`config.mk`:
```
export PLATFORM = sky130hd
export DESIGN_NAME = wb_multi_issue
export DESIGN_NICKNAME = d
export VERILOG_FILES = /design/src/rtl/wb_multi_issue_pkg.sv /design/src/rtl/wb_trace_fifo.sv /design/src/rtl/wb_multi_issue.sv
export SDC_FILE = /design/constraint.sdc
export NUM_CORES = 1
export LEC_CHECK = 0
export BUFFER_PORTS_ARGS = -buffer_cell sky130_fd_sc_hd__buf_4
export CAP_MARGIN = 20
export CORE_MARGIN = 2
export CORE_UTILIZATION = 45
export CTS_CLUSTER_DIAMETER = 60
export DETAILED_ROUTE_END_ITERATION = 10
export PLACE_DENSITY_LB_ADDON = 0.05
export RECOVER_POWER = 25
export SLEW_MARGIN = 15
export SYNTH_ARGS = -nofsm -noshare
export SYNTH_HDL_FRONTEND = slang
export SYNTH_SLANG_ARGS = --single-unit
```
`constraint.sdc`:
```
create_clock -name clk -period 24.4 [get_ports clk]
set_input_delay 4.88 -clock clk [delete_from_list [all_inputs] [get_ports clk]]
set_output_delay 4.88 -clock clk [all_outputs]
set_load 0.05 [all_outputs]
```
`src/rtl/wb_multi_issue_pkg.sv`:
```
// Shared field layout and bus-width helpers for the multi-issue writeback stage.
package wb_multi_issue_pkg;

    localparam int LANE_W    = 71;
    localparam int HILO_W    = 66;
    localparam int RF_LANE_W = 38;

    localparam int WDATA_LSB = 0;
    localparam int WADDR_LSB = 32;
    localparam int WE_BIT    = 37;
    localparam int PC_LSB    = 38;
    localparam int VALID_BIT = 70;

    // A trace entry is the lane without its valid bit: {pc, we, waddr, wdata}.
    localparam int TRACE_W   = 70;

    function automatic int mem_bus_w(input int lanes);
        return lanes * LANE_W + HILO_W;
    endfunction

    function automatic int rf_bus_w(input int lanes);
        return lanes * RF_LANE_W + HILO_W;
    endfunction

endpackage

```
`src/rtl/wb_trace_fifo.sv`:
```
// Multi-push / single-pop trace FIFO; valid push lanes are packed in lane order.
module wb_trace_fifo #(
    parameter int WIDTH = 70,
    parameter int DEPTH = 8,
    parameter int LANES = 2
) (
    input  logic                       clk,
    input  logic                       rst,
    input  logic [LANES-1:0]           push_valid_i,
    input  logic [LANES*WIDTH-1:0]     push_data_i,
    input  logic                       pop_i,
    output logic [$clog2(DEPTH):0]     count_o,
    output logic [WIDTH-1:0]           dout_o,
    output logic                       pop_valid_o
);
    localparam int AW = $clog2(DEPTH);

    logic [WIDTH-1:0] mem [DEPTH];
    logic [AW-1:0]    wr_ptr_q, wr_ptr_d;
    logic [AW-1:0]    rd_ptr_q, rd_ptr_d;
    logic [AW:0]      count_q, count_d;
    logic [WIDTH-1:0] dout_q, dout_d;
    logic             pop_valid_q, pop_valid_d;

    logic [AW-1:0]    slot [LANES];
    logic [AW:0]      push_cnt;
    logic             do_pop;

    // Each valid lane lands at wr_ptr plus the number of valid lanes below it.
    always_comb begin
        push_cnt = '0;
        for (int i = 0; i < LANES; i++) begin
            slot[i]  = wr_ptr_q + push_cnt[AW-1:0];
            push_cnt = push_cnt + (AW+1)'(push_valid_i[i]);
        end
    end

    always_comb begin
        do_pop      = pop_i && (count_q != '0);
        wr_ptr_d    = wr_ptr_q + push_cnt[AW-1:0];
        rd_ptr_d    = rd_ptr_q + AW'(do_pop);
        count_d     = count_q + push_cnt - (AW+1)'(do_pop);
        dout_d      = do_pop ? mem[rd_ptr_q] : '0;
        pop_valid_d = do_pop;
    end

    always_ff @(posedge clk) begin
        for (int i = 0; i < LANES; i++) begin
            if (push_valid_i[i]) begin
                mem[slot[i]] <= push_data_i[i*WIDTH +: WIDTH];
            end
        end
    end

    always_ff @(posedge clk or posedge rst) begin
        if (rst) begin
            wr_ptr_q    <= '0;
            rd_ptr_q    <= '0;
            count_q     <= '0;
            dout_q      <= '0;
            pop_valid_q <= 1'b0;
        end else begin
            wr_ptr_q    <= wr_ptr_d;
            rd_ptr_q    <= rd_ptr_d;
            count_q     <= count_d;
            dout_q      <= dout_d;
            pop_valid_q <= pop_valid_d;
        end
    end

    assign count_o     = count_q;
    assign dout_o      = dout_q;
    assign pop_valid_o = pop_valid_q;

endmodule

```
`src/rtl/wb_multi_issue.sv`:
```
// Multi-issue writeback stage: bundle register, RF write bus with same-register
// conflict masking, and an in-order trace serialiser onto the debug port.
module wb_multi_issue
    import wb_multi_issue_pkg::*;
#(
    parameter int LANES       = 2,
    parameter int TRACE_DEPTH = 8,
    parameter int STALL_W     = 6,
    parameter int STAGE_IDX   = 4
) (
    input  logic                         clk,
    input  logic                         rst,
    input  logic [STALL_W-1:0]           stall,
    input  logic                         flush,
    input  logic [mem_bus_w(LANES)-1:0]  mem_to_wb_bus,
    output logic [rf_bus_w(LANES)-1:0]   wb_to_rf_bus,
    output logic                         stall_req,
    output logic [31:0]                  debug_wb_pc,
    output logic [3:0]                   debug_wb_rf_wen,
    output logic [4:0]                   debug_wb_rf_wnum,
    output logic [31:0]                  debug_wb_rf_wdata
);
    localparam int MEM_W = mem_bus_w(LANES);
    localparam int RF_W  = rf_bus_w(LANES);
    localparam int CNT_W = $clog2(TRACE_DEPTH) + 1;
    localparam int SUM_W = CNT_W + 1;

    logic [MEM_W-1:0] bundle_q, bundle_d;
    logic             fresh_q, fresh_d;

    always_comb begin
        bundle_d = bundle_q;
        fresh_d  = 1'b0;
        if (flush) begin
            bundle_d = '0;
        end else if (stall[STAGE_IDX] && !stall[STAGE_IDX+1]) begin
            bundle_d = '0;
        end else if (!stall[STAGE_IDX]) begin
            bundle_d = mem_to_wb_bus;
            fresh_d  = 1'b1;
        end
    end

    always_ff @(posedge clk or posedge rst) begin
        if (rst) begin
            bundle_q <= '0;
            fresh_q  <= 1'b0;
        end else begin
            bundle_q <= bundle_d;
            fresh_q  <= fresh_d;
        end
    end

    logic [LANES-1:0]         lane_valid, lane_we, rf_we_out, push_valid;
    logic [4:0]               lane_waddr [LANES];
    logic [31:0]              lane_wdata [LANES];
    logic [LANES*TRACE_W-1:0] push_data;

    for (genvar gi = 0; gi < LANES; gi++) begin : g_lane
        localparam int B = gi * LANE_W;
        assign lane_valid[gi] = bundle_q[B + VALID_BIT];
        assign lane_we[gi]    = bundle_q[B + WE_BIT];
        assign lane_waddr[gi] = bundle_q[B + WADDR_LSB +: 5];
        assign lane_wdata[gi] = bundle_q[B + WDATA_LSB +: 32];
        assign push_valid[gi] = fresh_q & lane_valid[gi];
        assign push_data[gi*TRACE_W +: TRACE_W] = bundle_q[B +: TRACE_W];
        assign wb_to_rf_bus[gi*RF_LANE_W +: RF_LANE_W] =
            {rf_we_out[gi], lane_waddr[gi], lane_wdata[gi]};
    end

    assign wb_to_rf_bus[RF_W-1 -: HILO_W] = bundle_q[MEM_W-1 -: HILO_W];

    // A younger lane writing the same register wins; the older write is dropped.
    always_comb begin
        rf_we_out = '0;
        for (int i = 0; i < LANES; i++) begin
            rf_we_out[i] = lane_valid[i] & lane_we[i] & (lane_waddr[i] != 5'd0);
            for (int j = i + 1; j < LANES; j++) begin
                if (lane_valid[j] && lane_we[j] && (lane_waddr[j] == lane_waddr[i])) begin
                    rf_we_out[i] = 1'b0;
                end
            end
        end
    end

    logic [CNT_W-1:0]   fifo_count;
    logic [TRACE_W-1:0] trace_dout;
    logic               trace_pop_valid;

    wb_trace_fifo #(
        .WIDTH (TRACE_W),
        .DEPTH (TRACE_DEPTH),
        .LANES (LANES)
    ) u_fifo (
        .clk          (clk),
        .rst          (rst),
        .push_valid_i (push_valid),
        .push_data_i  (push_data),
        .pop_i        (1'b1),
        .count_o      (fifo_count),
        .dout_o       (trace_dout),
        .pop_valid_o  (trace_pop_valid)
    );

    // Back-pressure counts the registered bundle's pending pushes but not this cycle's pop.
    logic [SUM_W-1:0] pending;
    always_comb begin
        pending = '0;
        if (fresh_q) begin
            for (int i = 0; i < LANES; i++) begin
                pending = pending + SUM_W'(lane_valid[i]);
            end
        end
    end

    assign stall_req = (SUM_W'(fifo_count) + pending) > SUM_W'(TRACE_DEPTH - LANES);

    assign debug_wb_pc       = trace_dout[PC_LSB +: 32];
    assign debug_wb_rf_wen   = {4{trace_pop_valid & trace_dout[WE_BIT]}};
    assign debug_wb_rf_wnum  = trace_dout[WADDR_LSB +: 5];
    assign debug_wb_rf_wdata = trace_dout[WDATA_LSB +: 32];

    logic stall_unused;
    assign stall_unused = ^stall;

endmodule

```
After elaboration in Yosys (flattened, before gate mapping)
Memory sizes are Yosys's and may differ from the RTL's.
Cells that the tools add are included.
- add/subtract/negate cells: 8
- magnitude comparators: 1
- equal/unequal tests: 2
- mux-type cells: 13
- bitwise logic cells: 7
- reduce and logical (&&, ||, !) cells: 7
- operators by type and width (operator ; number):
    $mux 208 ; 3
    $mux 70 ; 1
    $reduce_bool 5->1 ; 2
    $mux 1 ; 8
    $and 1x1->1 ; 7
    $add 3x1->3 ; 2
    $add 4x5->5 ; 1
    $eq 5x5->1 ; 1
    $gt 5x3->1 const B ; 1
    $add 1x1->2 ; 2
    $add 4x4->4 ; 1
    $reduce_bool 4->1 ; 1
    $sub 4x1->4 ; 1
    $add 3x3->3 ; 1
    $logic_and 1x1->1 ; 3
    $ne 3x1->1 const B ; 1
    $mux 2 ; 1
    $logic_not 1->1 ; 1
- register bits after elaboration: 290
- bits in writable memories: 560
- output and inout bits: 216
- memories kept: 1
- memories (name ; words ; width ; read ports ; clocked after memory_dff ; write ports ; RTL line ; text):
    u_fifo.mem ; 8 ; 70 ; 1 ; 0 ; 2 ; wb_trace_fifo.sv:18 ; logic [WIDTH-1:0] mem [DEPTH];

Depth between registers and ports, before layout
Gate-level depths: netlist of the first run.
- depth in word-level cells: 4
- mapped depth: 9
- gate-level depth less buffers: 9

Modules after synthesis
Synthesis of the first run repeated with hierarchy kept, for this count alone.
- cells, all modules: 2220
- area total of the unflattened synthesis: 38683.4 um^2
- by module, submodules not included (module ; times used ; cells each ; area each (um^2)):
    wb_trace_fifo ; 1 ; 1581 ; 30051.3
    wb_multi_issue ; 1 ; 639 ; 8632.0

Worst setup path after synthesis of the first run
Ideal clock, no wire load.
- path type: register to output
- start: reg bundle_q[141]
- end: out stall_req
- data arrival time: 2.207 ns
- slack: 17.313 ns
- cell stages (with the launch flop): 8
- path buffers: 0
- path through: dfrtp_1 ha_1 and2_1 ha_1 fa_1 xor2_1 a32oi_1 nand3_1
- word-level cells in the longest chain between the ends: 4
- ends and longest elaborated chain (item ; RTL line ; text):
    start: declaration ; wb_multi_issue.sv:28 ; logic [MEM_W-1:0] bundle_q, bundle_d;
    start signal: assignment ; wb_multi_issue.sv:49 ; bundle_q <= bundle_d;
    $add 1x1->2 ; wb_multi_issue.sv:111 ; pending = pending + SUM_W'(lane_valid[i]);
    $mux 2 ; wb_multi_issue.sv:109 ; if (fresh_q) begin
    $add 4x5->5 ; wb_multi_issue.sv:116 ; assign stall_req = (SUM_W'(fifo_count) + pending) > SUM_W'(TRACE_DEPTH - LANES);
    $gt 5x3->1 ; wb_multi_issue.sv:116 ;
    end: declaration ; wb_multi_issue.sv:17 ; output logic stall_req,
No other way between the ends.

Worst setup path after layout of the first run
- start: reg u_fifo.rd_ptr_q[0]
- end: reg u_fifo.dout_q[50] (netlist: u_fifo.dout_o[50])
- word-level cells in the longest chain between the ends: 2
- ends and longest elaborated chain (item ; RTL line ; text):
    start: declaration ; wb_trace_fifo.sv:20 ; logic [AW-1:0] rd_ptr_q, rd_ptr_d;
    start signal: assignment ; wb_trace_fifo.sv:64 ; rd_ptr_q <= rd_ptr_d;
    $mem_v2 8x70 ; - ;
    $mux 70 ; wb_trace_fifo.sv:43 ; dout_d = do_pop ? mem[rd_ptr_q] : '0;
    net u_fifo.dout_d[50] ; wb_trace_fifo.sv:22 ; logic [WIDTH-1:0] dout_q, dout_d;
    end signal: assignment ; wb_trace_fifo.sv:66 ; dout_q <= dout_d;
    end: declaration ; wb_trace_fifo.sv:22 ;
The timed path passes the listed nets, and every way through them passes these cells.
A chain may end at the register's enable or synchronous reset.

==> results.yml, run 1 <==
critical_path:
  timing.critical_path.arrival_ns: 11.20
  r2r_setup_slack_ns: 13.72
  reg_to_reg_critical_path_startpoint: "u_fifo.rd_ptr_q[0]"
  setup.worst_path.end_class: "flop"
  critPathRequiredTime_ns: 24.92
  timing.rr.end: "u_fifo.dout_o[50]"
  crit_type: "flop to flop"
  path_max_fanout: 99
  number_of_cells_on_the_worst_reg_to_reg_path: 3
  setup.worst_path.start_class: "flop"
yosys:
  post_synth.cell_area_avg_sq_um: 17.0
  post_synth_instance_area_sq_um: 39000
  synth_adder_area_share_pct: 0.667
  async_flop_share_pct: 34.1
  post-synth-top-area-cell: "sky130_fd_sc_hd__edfxtp_1"
  synthSimpleGateAreaFrac_pct: 0.491
  combinational_family_with_the_most_area_after_synthesis: "multiplexers"
  synth.ff_latch_count: 850
  synth-compound-area-share_pct: 6.53
  number_of_synthesized_flops_with_an_enable_pin: 560
  synthesis.yosys.warnings: 0
  synth_top_cell_area_share_pct: 43.1
  xor_xnor_portion_of_the_synthesized_cell_area_pct: 0.308
  syn-instance-count: 2297
  ys_dominant_reg_cell: "sky130_fd_sc_hd__edfxtp_1"
  synth_nets: 2533
  seq_total_area_yosys_pct: 61.7
  synthDistinctLibCells: 42
  synthMuxAreaShare_pct: 24.3
  synthTopCellsByArea: "sky130_fd_sc_hd__edfxtp_1 (43%), sky130_fd_sc_hd__dfrtp_1 (19%), sky130_fd_sc_hd__mux2_2 (16%)"
placement:
  globalplace.congestion: 0.748
  io_buffer_count: 428
  total_half_perimeter_wirelength_after_legalization_and_detailed_placement_um: 58100
timing:
  final.hold.worst_slack_ns: 0.507
  rsz0062_at_grt: "no"
  max_freq_mhz: 93.7
  ratio_of_final_minimum_period_to_clock_period_pct: 43.8
  worst-slew-pin-transition_ns: 9.31
  fin_tns_setup_ns: 0
  fin_skew_ns: 0.0241
  final-hold-violation-count: 0
  maxSlewHeadroom_pct: -521
  endpoints_failing_setup: 0
  final-max-slew-violation-count: 732
  post-route-min-period_ns: 10.68
detailed_routing:
  drc_errors: 0
  initialDrtViolationCount: 1444
  number_of_vias_in_the_routed_layout: 21500
  route.final.wire_length_um: 106000
  route.detailed.vias_per_inst: 5.77
  detail_route.first_pass.iterations: 5
  routedWlPerCell_um: 28.5
  ant_nets: 0
power:
  total_leakage_power_nw: 18.0
  irDropWorstVdd_v: 0.0000903
  pwr_density_cell_nw_per_um2: 99.6
cts:
  cts_inserted_buffers: 98
  cts_root_buffer: "sky130_fd_sc_hd__clkbuf_16"
  cts-root-to-sink-buffers: 3
  cts_max_level: 3
  clkTransAtPathRegs_ns: 0.06
  ctsResizeCount: 0
  cts_hold_buffers: 0
  postCtsSetupRepairBufs: 0
  cts_tree: "built"
  clock_latency_ns: 0.66
  cts_sinks: 850
cells_and_area:
  final_cell_mix: "sky130_fd_sc_hd__edfxtp_1 (560), sky130_fd_sc_hd__mux2_2 (546), sky130_fd_sc_hd__buf_4 (458)"
  areaGrowthSynthToFinish_pct: 15.5
  layout-drive-gt1-share_pct: 50.7
  count_of_nets_after_finishing: 2730
  layout.cells.most_common: "sky130_fd_sc_hd__edfxtp_1"
grt:
  number_of_global_route_vias_before_repair: 23000
  grt-ovfl-total: 0
  grt_max_degree: 100
  grt_overall_usage_pct: 23.7
  number_of_antenna_violations_at_the_first_check_in_global_routing: 6
  grt_first_pass_wirelength_um: 156000
floorplan:
  dieArea_sq_um: 89000
  design.core.area_sq_um: 85500
  fp-row-count: 107
  initial_utilization_pct: 45.6
  top_level_ports: 433
  die_w_um: 298
  die_h_um: 298
run_status:
  violated_checks: "max-capacitance violations, max-slew violations"
  outcome: "finished with violations"
hold_path:
  worstHoldPathCells: 1
  worst_hold_path_type: "flop to flop"
  hold_end: "bundle_q[206]"
  hold_path.startpoint: "bundle_q[206]"
run:
  drv.max_cap_violation_count: 22
-- cell type report --
type                    instances  area, sq um
flip-flops and latches        850        24100
inverters                      15         63.8
repair buffers                471         3490
well taps                    1144         1430
multi-input cells            1058        12600
diodes                          3         7.51
fillers                      6982        40500
clock buffers                 149         2910
clock inverters                37          420
-- power by group --
group / switching, mW / internal, mW / leakage, nW / total [mW]
clock network: 0.600 / 0.900 / 1.63 / 1.50
registers: 0.124 / 1.65 / 8.92 / 1.77
logic: 0.663 / 0.547 / 7.46 / 1.21
total: 1.39 / 3.10 / 18.0 / 4.48
-- worst max-delay path, cell delays in order (launching register included) --
cell and delay, ns:
sky130_fd_sc_hd__dfrtp_1 2.41, sky130_fd_sc_hd__clkbuf_1 6.67, sky130_fd_sc_hd__mux4_2 1.05, sky130_fd_sc_hd__a22o_1 0.31
-- worst max-delay path by stage --
stage	endpoint	start	slack (ns)	cells past startpoint
6_report	u_fifo.dout_o[50]	u_fifo.rd_ptr_q[0]	13.72	3
2_1_floorplan	bundle_q[0]	rst	11.51	1
3_3_place_gp	bundle_q[145]	stall[4]	16.52	7
4_1_cts	stall_req	bundle_q[141]	16.28	8
5_1_grt	u_fifo.dout_o[20]	u_fifo.rd_ptr_q[0]	12.03	3
3_5_place_dp	bundle_q[149]	stall[4]	16.44	7
-- synthesized netlist by cell type, drive strengths merged (2+ instances only) --
| cell | n |
|---|---|
| xnor2 | 4 |
| mux4 | 140 |
| dfrtp | 290 |
| nand2b | 2 |
| o22ai | 3 |
| nor3 | 2 |
| mux2 | 560 |
| or3 | 2 |
| a21oi | 2 |
| ha | 16 |
| nand3 | 2 |
| and2 | 6 |
| inv | 15 |
| a22o | 278 |
| nand2 | 6 |
| buf | 293 |
| fa | 3 |
| o21ai | 2 |
| o21bai | 2 |
| xor2 | 8 |
| edfxtp | 560 |
| clkbuf | 81 |
| nor2 | 6 |
-- through the flow --
stage | power, mW | instances | instance area, sq um | util, % | worst slack [ns]
final | 4.48 | 3727 | 45000 | 52.6 | 13.72
after global routing | 4.66 | 3727 | 45000 | 52.6 | 12.03
after CTS | 4.47 | 3724 | 45200 | 52.9 | 16.28
after detailed placement | 2.97 | 3538 | 41900 | 49.0 | 16.44
after global placement | 2.96 | 3538 | 41900 | 49.0 | 16.52
after floorplan | 2.67 | 2297 | 39000 | - | 11.51
-- cells by family (layout without fill, tap and decap cells) --
group           count (synthesis)  after routing
compound gates                294            294
xor+xnor                       12             12
fa+ha+maj                      19             19
buf+inv                       389            672
flops                         850            850
mux                           700            700
other cells                     0              3
simple gates                   33             33
-- routing by layer --
layer | track usage [%] | vias up | share of wire (%)
li1 | - | 9293 | -
met1 | 31.8 | 11500 | 42
met2 | 40.5 | 625 | 51
met3 | 4.06 | 122 | 5.4
met4 | 5.48 | 2 | 1.7
met5 | 0 | - | 0.014
-- state kept, by name, indices dropped and copies added, names as in the netlist --
signal	cells
u_fifo.mem	560
u_fifo.count_o	4
u_fifo.pop_valid_o	1
u_fifo.wr_ptr_q	3
u_fifo.dout_o	70
fresh_q	1
bundle_q	208
u_fifo.rd_ptr_q	3
(Power assumes the default switching activity.)
==> run 2, diff against run 1 <==
==> constraint.sdc (replaced) <==
create_clock -name clk -period 10.8 [get_ports clk]
set_input_delay 2.16 -clock clk [delete_from_list [all_inputs] [get_ports clk]]
set_output_delay 2.16 -clock clk [all_outputs]
set_load 0.05 [all_outputs]
==> run 2 against run 1 <==
The run still ends with max-capacitance violations, max-slew violations left; sequential power grew 130%; total power grew 120%; die area is the same; sequential share of layout area grew 0.11 points; cell area shrank 0.18%; critical path type is now input port to asynchronous set/reset pin; critical endpoint is now u_fifo.dout_o[63].
==> results.yml, run 2 (synthesis gave the netlist of run 1 again) <==
hold_path:
  worst_hold_path_type: "flop to flop"
placement:
  io_buffer_count: 428
  total_half_perimeter_wirelength_after_legalization_and_detailed_placement_um: 58000
  globalplace.congestion: 0.761
grt:
  number_of_global_route_vias_before_repair: 23300
  grt_max_degree: 81
  number_of_antenna_violations_at_the_first_check_in_global_routing: 3
  grt_first_pass_wirelength_um: 156000
  grt-ovfl-total: 0
  grt_overall_usage_pct: 23.7
critical_path:
  setup.worst_path.end_class: "asynchronous set/reset pin"
  crit_type: "input port to asynchronous set/reset pin"
  critPathRequiredTime_ns: 10.83
  path_max_fanout: 76
  cp_common_cell: "sky130_fd_sc_hd__clkbuf_1"
  critical-path-max-stage-delay_ns: 2.34
  setup.worst_path.start_class: "input port"
  crit_path_top_delay_cell: "sky130_fd_sc_hd__clkbuf_1"
  timing.critical_path.arrival_ns: 6.83
  cp_cell_sequence: "clkbuf_1 > clkinvlp_2 > clkbuf_1"
detailed_routing:
  wl_met1_um: 44100
  top_signal_layer_used: "met5"
  routedWlPerCell_um: 28.4
  number_of_vias_in_the_routed_layout: 21300
  wl_met2_um: 53900
  drc_errors: 0
  route.detailed.vias_per_inst: 5.74
  ant_nets: 0
  detailroute.wirelength.met3_um: 5660
  initialDrtViolationCount: 1537
  detail_route.first_pass.iterations: 4
  route.final.wire_length_um: 106000
floorplan:
  top_level_ports: 433
  design.core.area_sq_um: 85500
  dieArea_sq_um: 89000
  die_w_um: 298
  fp-row-count: 107
  die_h_um: 298
  initial_utilization_pct: 45.6
cts:
  clkTransAtPathRegs_ns: 0.06
  cts_max_level: 3
  postCtsSetupRepairBufs: 0
  ctsResizeCount: 0
  cts_tree: "built"
  cts_hold_buffers: 0
  cts_inserted_buffers: 95
  clock_latency_ns: 0.63
  cts_root_buffer: "sky130_fd_sc_hd__clkbuf_16"
  cts_sinks: 850
  cts-root-to-sink-buffers: 3
cells_and_area:
  final_cell_mix: "sky130_fd_sc_hd__edfxtp_1 (560), sky130_fd_sc_hd__mux2_2 (548), sky130_fd_sc_hd__buf_4 (460)"
  layout.cells.most_common: "sky130_fd_sc_hd__edfxtp_1"
  areaGrowthSynthToFinish_pct: 15.3
  largest_reg_flops: 560
  count_of_nets_after_finishing: 2732
  layout-drive-gt1-share_pct: 51.0
timing:
  endpoints_failing_setup: 0
  rsz0062_at_grt: "no"
  final-max-slew-violation-count: 608
  final.hold.worst_slack_ns: 0.512
  maxSlewHeadroom_pct: -200
  worst-slew-pin-transition_ns: 4.51
  max_freq_mhz: 147
  fin_skew_ns: 0.0188
  ratio_of_final_minimum_period_to_clock_period_pct: 63.0
  fin_tns_setup_ns: 0
  post-route-min-period_ns: 6.80
  final-hold-violation-count: 0
run_status:
  violated_checks: "max-capacitance violations, max-slew violations"
  outcome: "finished with violations"
power:
  pwr_density_cell_nw_per_um2: 220
  irDropWorstVdd_v: 0.000137
  total_leakage_power_nw: 18.0
run:
  drv.max_cap_violation_count: 14
run 2: routing by layer:
layer  GRT usage (%)  vias to the layer above
met4            5.98                        2
met5               0                        -
met2            41.0                      603
li1                -                     9253
met3            4.21                      135
met1            30.9                    11300
run 2: report_power, final:
group / switching [mW] / internal [mW]
clock: 1.31 / 1.90
combinational: 1.55 / 1.14
sequential: 0.258 / 3.73
total: 3.12 / 6.76
run 2: through the flow:
step	setup WS, ns	utilization (%)	total power, mW	cell area [sq um]	instances
2_1_floorplan	0.634	-	6.03	39000	2297
3_3_place_gp	6.08	49.0	6.70	41900	3541
3_5_place_dp	6.12	49.0	6.71	41900	3542
4_1_cts	5.43	52.6	9.94	45000	3718
5_1_grt	3.00	52.5	10.3	44900	3719
6_report	4.00	52.5	9.89	45000	3720
run 2: path summary, 6_finish.rpt:
check                                   startpoint           endpoint  slack [ns]  cells after the start
worst max register to register  u_fifo.rd_ptr_q[1]  u_fifo.dout_o[19]        4.52                      3
worst min register to register       bundle_q[206]      bundle_q[206]        0.51                      1
min in group asynchronous                      rst      bundle_q[179]        2.65                      2
worst min-delay path                 bundle_q[206]      bundle_q[206]        0.51                      1
max in group clk                u_fifo.rd_ptr_q[1]  u_fifo.dout_o[19]        4.52                      3
worst max-delay path                           rst  u_fifo.dout_o[63]        4.00                      3
run 2: critical path: cells and delay by family:
family,cells,cell delay [ns]
buf+inv,3,4.55
run 2: final cells by class:
type	instances	area, sq um
Fill cell	7019	40600
Sequential cell	850	24100
Multi-Input combinational cell	1058	12700
Timing Repair Buffer	476	3560
Clock buffer	136	2760
Tap cell	1144	1430
Clock inverter	40	349
Inverter	15	57.6
Antenna cell	1	2.50
